**config.mk**
```make
export PLATFORM = sky130hd
export DESIGN_NAME = inst_step_ctrl_flat
export DESIGN_NICKNAME = d
export VERILOG_FILES = /design/src/rtl/inst_step_ctrl_pkg.sv /design/src/rtl/inst_step_ctrl_if.sv /design/src/rtl/inst_step_ctrl_debounce.sv /design/src/rtl/inst_step_ctrl.sv /design/src/flat_wrapper.sv
export SDC_FILE = /design/constraint.sdc
export NUM_CORES = 1
export LEC_CHECK = 0
export CAP_MARGIN = 5
export CORE_AREA = 2 2 158 83
export DETAILED_ROUTE_END_ITERATION = 7
export DIE_AREA = 0 0 160 85
export GPL_TIMING_DRIVEN = 1
export PLACE_DENSITY_LB_ADDON = 0.05
export SETUP_SLACK_MARGIN = 0.5
export SLEW_MARGIN = 25
export SYNTH_ARGS = -nofsm -noshare
export SYNTH_HDL_FRONTEND = slang
export SYNTH_HIERARCHICAL = 1
export SYNTH_SLANG_ARGS = --single-unit
```
**constraint.sdc**
```tcl
create_clock -name BJ_CLK -period 3.9 [get_ports BJ_CLK]
set_input_delay 0.78 -clock BJ_CLK [delete_from_list [all_inputs] [get_ports BJ_CLK]]
set_output_delay 0.78 -clock BJ_CLK [all_outputs]
set_load 0.05 [all_outputs]
```
**src/rtl/inst_step_ctrl_pkg.sv**
```systemverilog
// Shared types and constants for the instruction step controller and its ROM.
package inst_step_ctrl_pkg;

    typedef enum logic [1:0] {
        IDLE    = 2'd0,
        WAIT    = 2'd1,
        CAPTURE = 2'd2
    } state_t;

    localparam int PC_STEP       = 4;
    localparam int PC_ALIGN_BITS = 2;

    // Defaults also used when sizing the instruction ROM.
    localparam int DEF_ADDR_W    = 6;
    localparam int DEF_LAST_WORD = 63;

endpackage

```
**src/rtl/inst_step_ctrl_if.sv**
```systemverilog
// ROM read port between the step controller (master) and the instruction ROM (slave).
interface inst_step_ctrl_if
    import inst_step_ctrl_pkg::*;
#(
    parameter int ADDR_W = DEF_ADDR_W
) ();

    logic [ADDR_W-1:0] ROM_ADDR;
    logic [31:0]       ROM_DOUT;

    modport master (output ROM_ADDR, input ROM_DOUT);
    modport slave  (input ROM_ADDR, output ROM_DOUT);

endinterface

```
**src/rtl/inst_step_ctrl_debounce.sv**
```systemverilog
// Button debouncer: 3-stage sampler, emits one pulse on a debounced press (falling edge).
module btn_debounce (
    input  logic BJ_CLK,
    input  logic RESET,
    input  logic button,
    output logic press
);

    logic [2:0] stg;
    logic       deb;
    logic       deb_q;

    // Two consecutive low samples are needed before the debounced level drops.
    assign deb   = stg[1] | stg[2];
    assign press = deb_q & ~deb;

    always_ff @(posedge BJ_CLK or negedge RESET) begin
        if (!RESET) begin
            stg   <= '1;
            deb_q <= 1'b1;
        end else begin
            stg   <= {stg[1:0], button};
            deb_q <= deb;
        end
    end

endmodule

```
**src/rtl/inst_step_ctrl.sv**
```systemverilog
// Instruction step controller: owns the PC, steps on button or auto-run tick,
// waits out the ROM latency, captures the word and drives the selected LED byte.
module inst_step_ctrl
    import inst_step_ctrl_pkg::*;
#(
    parameter int ADDR_W    = DEF_ADDR_W,
    parameter int ROM_LAT   = 1,
    parameter int LAST_WORD = DEF_LAST_WORD,
    parameter int RUN_DIV   = 20
) (
    input  logic                  BJ_CLK,
    input  logic                  RESET,
    input  logic                  BUTTON_IN,
    input  logic                  RUN,
    input  logic [1:0]            SELECT,
    inst_step_ctrl_if.master      rom,
    output logic [31:0]           PC,
    output logic [31:0]           INST,
    output logic [7:0]            LED,
    output logic                  BUSY,
    output logic                  WRAP
);

    localparam int CNT_W = (ROM_LAT > 1) ? $clog2(ROM_LAT) : 1;
    localparam int DIV_W = $clog2(RUN_DIV);

    state_t             state;
    logic [CNT_W-1:0]   cnt;
    logic [DIV_W-1:0]   div;
    logic               pending;
    logic               press;
    logic               run_tick;
    logic               step_req;
    logic               at_last;
    logic [31:0]        pc_next;

    btn_debounce u_deb (
        .BJ_CLK (BJ_CLK),
        .RESET  (RESET),
        .button (BUTTON_IN),
        .press  (press)
    );

    assign rom.ROM_ADDR = PC[ADDR_W+PC_ALIGN_BITS-1:PC_ALIGN_BITS];
    assign BUSY         = (state != IDLE);

    assign run_tick = RUN && (div == DIV_W'(RUN_DIV - 1));
    assign step_req = press | run_tick;
    assign at_last  = (PC[ADDR_W+PC_ALIGN_BITS-1:PC_ALIGN_BITS] == ADDR_W'(LAST_WORD));
    assign pc_next  = at_last ? 32'd0 : PC + 32'(PC_STEP);

    always_ff @(posedge BJ_CLK or negedge RESET) begin
        if (!RESET) begin
            div <= '0;
        end else if (!RUN || run_tick) begin
            div <= '0;
        end else begin
            div <= div + 1'b1;
        end
    end

    // Reset lands in WAIT so word 0 is fetched without any step request.
    always_ff @(posedge BJ_CLK or negedge RESET) begin
        if (!RESET) begin
            state   <= WAIT;
            cnt     <= '0;
            PC      <= '0;
            INST    <= '0;
            WRAP    <= 1'b0;
            pending <= 1'b0;
        end else begin
            WRAP <= 1'b0;
            // Only presses queue while busy; run ticks are simply lost.
            if (state != IDLE && press)
                pending <= 1'b1;
            case (state)
                IDLE: begin
                    if (step_req || pending) begin
                        PC      <= pc_next;
                        WRAP    <= at_last;
                        state   <= WAIT;
                        cnt     <= '0;
                        pending <= 1'b0;
                    end
                end
                WAIT: begin
                    cnt <= cnt + 1'b1;
                    if (cnt == CNT_W'(ROM_LAT - 1))
                        state <= CAPTURE;
                end
                CAPTURE: begin
                    INST  <= rom.ROM_DOUT;
                    state <= IDLE;
                end
                default: state <= IDLE;
            endcase
        end
    end

    always_ff @(posedge BJ_CLK or negedge RESET) begin
        if (!RESET) begin
            LED <= '0;
        end else begin
            case (SELECT)
                2'd0:    LED <= INST[7:0];
                2'd1:    LED <= INST[15:8];
                2'd2:    LED <= INST[23:16];
                default: LED <= INST[31:24];
            endcase
        end
    end

endmodule
```
**src/flat_wrapper.sv**
```systemverilog
// flat-port wrapper written by rule: the top's interface ports become plain ports
module inst_step_ctrl_flat import inst_step_ctrl_pkg::*;
#(
    parameter int ADDR_W    = DEF_ADDR_W,
    parameter int ROM_LAT   = 1,
    parameter int LAST_WORD = DEF_LAST_WORD,
    parameter int RUN_DIV   = 20
)
  (BJ_CLK, RESET, BUTTON_IN, RUN, SELECT, PC, INST, LED, BUSY, WRAP, rom_ROM_ADDR, rom_ROM_DOUT);
  inst_step_ctrl_if #(.ADDR_W(ADDR_W)) rom_i ();
  input  logic BJ_CLK;
  input  logic RESET;
  input  logic BUTTON_IN;
  input  logic RUN;
  input  logic [1:0] SELECT;
  output logic [31:0] PC;
  output logic [31:0] INST;
  output logic [7:0] LED;
  output logic BUSY;
  output logic WRAP;
  output wire logic [$bits(rom_i.ROM_ADDR)-1:0] rom_ROM_ADDR;
  input wire logic [$bits(rom_i.ROM_DOUT)-1:0] rom_ROM_DOUT;
  assign rom_ROM_ADDR = rom_i.ROM_ADDR;
  assign rom_i.ROM_DOUT = rom_ROM_DOUT;
  inst_step_ctrl #(.ADDR_W(ADDR_W), .ROM_LAT(ROM_LAT), .LAST_WORD(LAST_WORD), .RUN_DIV(RUN_DIV)) u_core (.BJ_CLK(BJ_CLK), .RESET(RESET), .BUTTON_IN(BUTTON_IN), .RUN(RUN), .SELECT(SELECT), .rom(rom_i), .PC(PC), .INST(INST), .LED(LED), .BUSY(BUSY), .WRAP(WRAP));
endmodule
```
==> insert_results.sql <==
INSERT INTO impl_metrics (metric_group, metric, value, unit) VALUES
('floorplan', 'chipWidth', '160', 'µm'),
('logic_synthesis', 'yosysTopAreaCell', 'dfrtp_1', ''),
('setup_path', 'critPathMaxFanout', '4', ''),
('routing', 'drc', '0', ''),
('floorplan', 'io_pins', '118', ''),
('setup_path', 'critical_path.endpoint_type', 'output pin', ''),
('grt', 'grt_max_degree', '60', ''),
('status', 'outcome', 'complete, no violations', ''),
('power', 'seqPwrFrac', '31.1', '%'),
('cells_and_area', 'n_antenna_cell', '0', ''),
('cells_and_area', 'post_route_cells_drive_above_1_share', '18.5', '%'),
('sta', 'timing.setup.tns', '0', 'ns'),
('logic_synthesis', 'syn_inst', '281', ''),
('power', 'pwr_density_cell', '837', 'nW/µm²'),
('cts', 'path_clk_slew', '0.06', 'ns'),
('routing', 'drtAntennaViolNets', '0', ''),
('routing', 'detailroute.via_count', '2600', ''),
('routing', 'detail_route.vias_per_cell', '4.56', ''),
('placement', 'numPortBuffers', '115', ''),
('power', 'switching_power', '0.00185', 'W'),
('cells_and_area', 'postLayoutCoreUtil', '42.6', '%'),
('sta', 'drv_slew', '0', ''),
('cts', 'worst_skew_pair.late_latency', '0.33', 'ns'),
('power', 'comb_power_share', '47.2', '%'),
('setup_path', 'worst-endpoint-arrival', '1.87', 'ns'),
('grt', 'gr-usage-met1', '22.9', '%'),
('cts', 'cts_made_buffers', '9', ''),
('routing', 'wl_per_cell', '16.3', 'µm'),
('grt', 'grt_antenna_before_repair', '0', ''),
('sta', 'finalSetupViolations', '0', ''),
('routing', 'drt_iter0_markers', '136', ''),
('sta', 'clock.fmax', '377', 'MHz'),
('logic_synthesis', 'area_contributors_post_synth', 'dfrtp_1 55%, mux2_2 10%, mux4_2 5.0%', ''),
('sta', 'relSlewSlack', '48.3', '%'),
('logic_synthesis', 'synthesis.area', '3600', 'µm²'),
('floorplan', 'initial_core_utilization', '29.3', '%'),
('logic_synthesis', 'yosysWarningCount', '6', ''),
('logic_synthesis', 'async_set_or_reset_flop_fraction_in_the_synthesized_netlist', '100', '%'),
('cts', 'cts_tree', 'yes', ''),
('floorplan', 'floorplan.rows', '29', ''),
('placement', 'routabilityCongestion', '0.716', ''),
('cts', 'clkSinkCount', '84', ''),
('logic_synthesis', 'synth_flop_cell', 'dfrtp_1', ''),
('logic_synthesis', 'synthMostInstantiatedCell', 'dfrtp_1', ''),
('setup_path', 'required_arrival_time_at_the_worst_endpoint', '3.12', 'ns'),
('grt', 'grt_first_pass_wirelength', '15.0', 'mm'),
('cts', 'setup_bufs_post_cts', '0', ''),
('logic_synthesis', 'synth_cell_type_count', '42', ''),
('cells_and_area', 'area_growth_syn_to_layout', '45.3', '%'),
('logic_synthesis', 'synth_top_cells_by_count', '79 x dfrtp_1, 32 x mux2_2, 27 x nand2_1', ''),
('logic_synthesis', 'ys_ff_latch', '84', ''),
('placement', 'place.detailed.hpwl', '6.78', 'mm'),
('sta', 'period_share', '68.0', '%'),
('setup_path', 'timing_worst_setup_path_type', 'flop to output pin', ''),
('sta', 'final.setup_skew', '0.00470', 'ns'),
('run', 'max_cap_violations', '0', ''),
('cells_and_area', 'nets', '435', ''),
('cts', 'cts_max_path_buffers', '2', ''),
('power', 'cellLeakagePower', '2.16', 'nW'),
('sta', 'worst-slew-pin-transition', '0.775', 'ns'),
('grt', 'gr-usage-met3', '5.03', '%'),
('min_path', 'worst_hold_path_type', 'flop to flop', ''),
('grt', 'groute.layer.met2.usage', '18.2', '%'),
('logic_synthesis', 'edff_count_synth', '0', ''),
('grt', 'grt.overflow.total', '0', ''),
('routing', 'drt_first_pass_iters', '4', ''),
('grt', 'grt_usage', '14.4', '%'),
('power', 'worst_ir_drop_vdd', '431', 'µV'),
('cts', 'post_cts.resized_instances', '0', ''),
('floorplan', 'core', '12300', 'µm²'),
('grt', 'top_usage_layer', 'met1', '');
## kinds of logic after synthesis
logic type,Yosys count,synth area share (%)
muxes,44,16.1
AOI/OAI and AO/OA,24,4.11
and+or+nand+nor,97,15.1
xor gates and xnor gates,6,1.46
adders and majority gates,2,0.696
buffers and inverters,23,3.72
DFF,84,58.6
other,1,0.104
## power groups by stage
| stage | logic [W] | clock network, W | registers, W |
|---|---|---|---|
| 3_3_place_gp | 0.00208 | 0 | 0.00137 |
| 4_1_cts | 0.00209 | 0.000977 | 0.00136 |
| 2_1_floorplan | 0.000596 | 0 | 0.00215 |
| 5_1_grt | 0.00215 | 0.00101 | 0.00140 |
| 6_report | 0.00207 | 0.000948 | 0.00136 |
| 3_5_place_dp | 0.00208 | 0 | 0.00138 |
## worst paths after layout
path                                                      end  slack [ns]  depth (start not counted)                           from
worst min register to register  u_core/u_deb/stg[1]$_DFF_PN1_        0.36                          0  u_core/u_deb/stg[0]$_DFF_PN1_
worst max register to register      u_core/PC[19]$_DFFE_PN0P_        1.65                          6       u_core/PC[2]$_DFFE_PN0P_
worst min-delay path            u_core/u_deb/stg[1]$_DFF_PN1_        0.36                          0  u_core/u_deb/stg[0]$_DFF_PN1_
max in group asynchronous            u_core/PC[2]$_DFFE_PN0P_        2.67                          2                          RESET
worst max-delay path                                     BUSY        1.25                          3    u_core/state[0]$_DFFE_PN1P_
min in group asynchronous         u_core/INST[24]$_DFFE_PN0N_        0.51                          1                          RESET
## area by class of cell
| cell class | instances | area, µm² |
|---|---|---|
| clock inverters | 3 | 67.6 |
| inverters | 5 | 18.8 |
| well taps | 170 | 213 |
| fillers | 1214 | 7040 |
| flip-flops and latches | 84 | 2110 |
| multi-input cells | 175 | 1360 |
| repair buffers | 120 | 1190 |
| clock buffers | 13 | 270 |
## per-layer routing
metal  wire [µm]  up-vias  share of wire (%)
met5           0        -                  0
met4          72        0               0.77
met3         512        9                5.5
met2        3590       58                 39
met1        5120     1316                 55
li1            -     1217                  -
## worst max-delay path, cell delays in order (launching register included)
cell	delay (ns)
dfstp_2	0.56
nor2_1	0.08
inv_1	0.09
clkdlybuf4s50_1	0.81
## registers in the layout, indices dropped and copies added (netlist names)
signal	flops
u_core/u_deb/stg	3
u_core/PC	30
u_core/LED	8
u_core/pending	1
u_core/state	2
u_core/WRAP	1
u_core/div	5
u_core/INST	32
u_core/u_deb/deb_q	1
u_core/cnt	1
## layout by cell type, fill, tap and decap left out, drive strengths merged, types with 2 or more instances in the layout
| cell type | n |
|---|---|
| clkdlybuf4s50 | 114 |
| dfrtp | 79 |
| mux2 | 32 |
| nand2 | 28 |
| and2 | 14 |
| clkbuf | 13 |
| nor2 | 11 |
| nand3 | 11 |
| o21ai | 9 |
| mux4 | 8 |
| nand2b | 7 |
| nand4 | 7 |
| buf | 6 |
| inv | 5 |
| xnor2 | 5 |
| dfstp | 5 |
| a21oi | 4 |
| mux2i | 4 |
| o31ai | 4 |
| nor2b | 4 |
| nor4 | 4 |
| or2 | 3 |
| bufinv | 2 |
| nor3b | 2 |
| or4 | 2 |
| o211ai | 2 |
| a31oi | 2 |
| ha | 2 |
| conb | 2 |
| and3 | 2 |
## stage by stage
stage	power [W]	cells	instance area [µm²]	setup slack [ns]
2_1_floorplan	0.00274	282	3600	1.82
3_3_place_gp	0.00345	554	4890	1.03
3_5_place_dp	0.00345	554	4890	0.948
4_1_cts	0.00443	570	5220	1.23
5_1_grt	0.00456	570	5220	1.10
6_report	0.00437	570	5220	1.25
No activity file was read; power rests on OpenSTA's default activity.
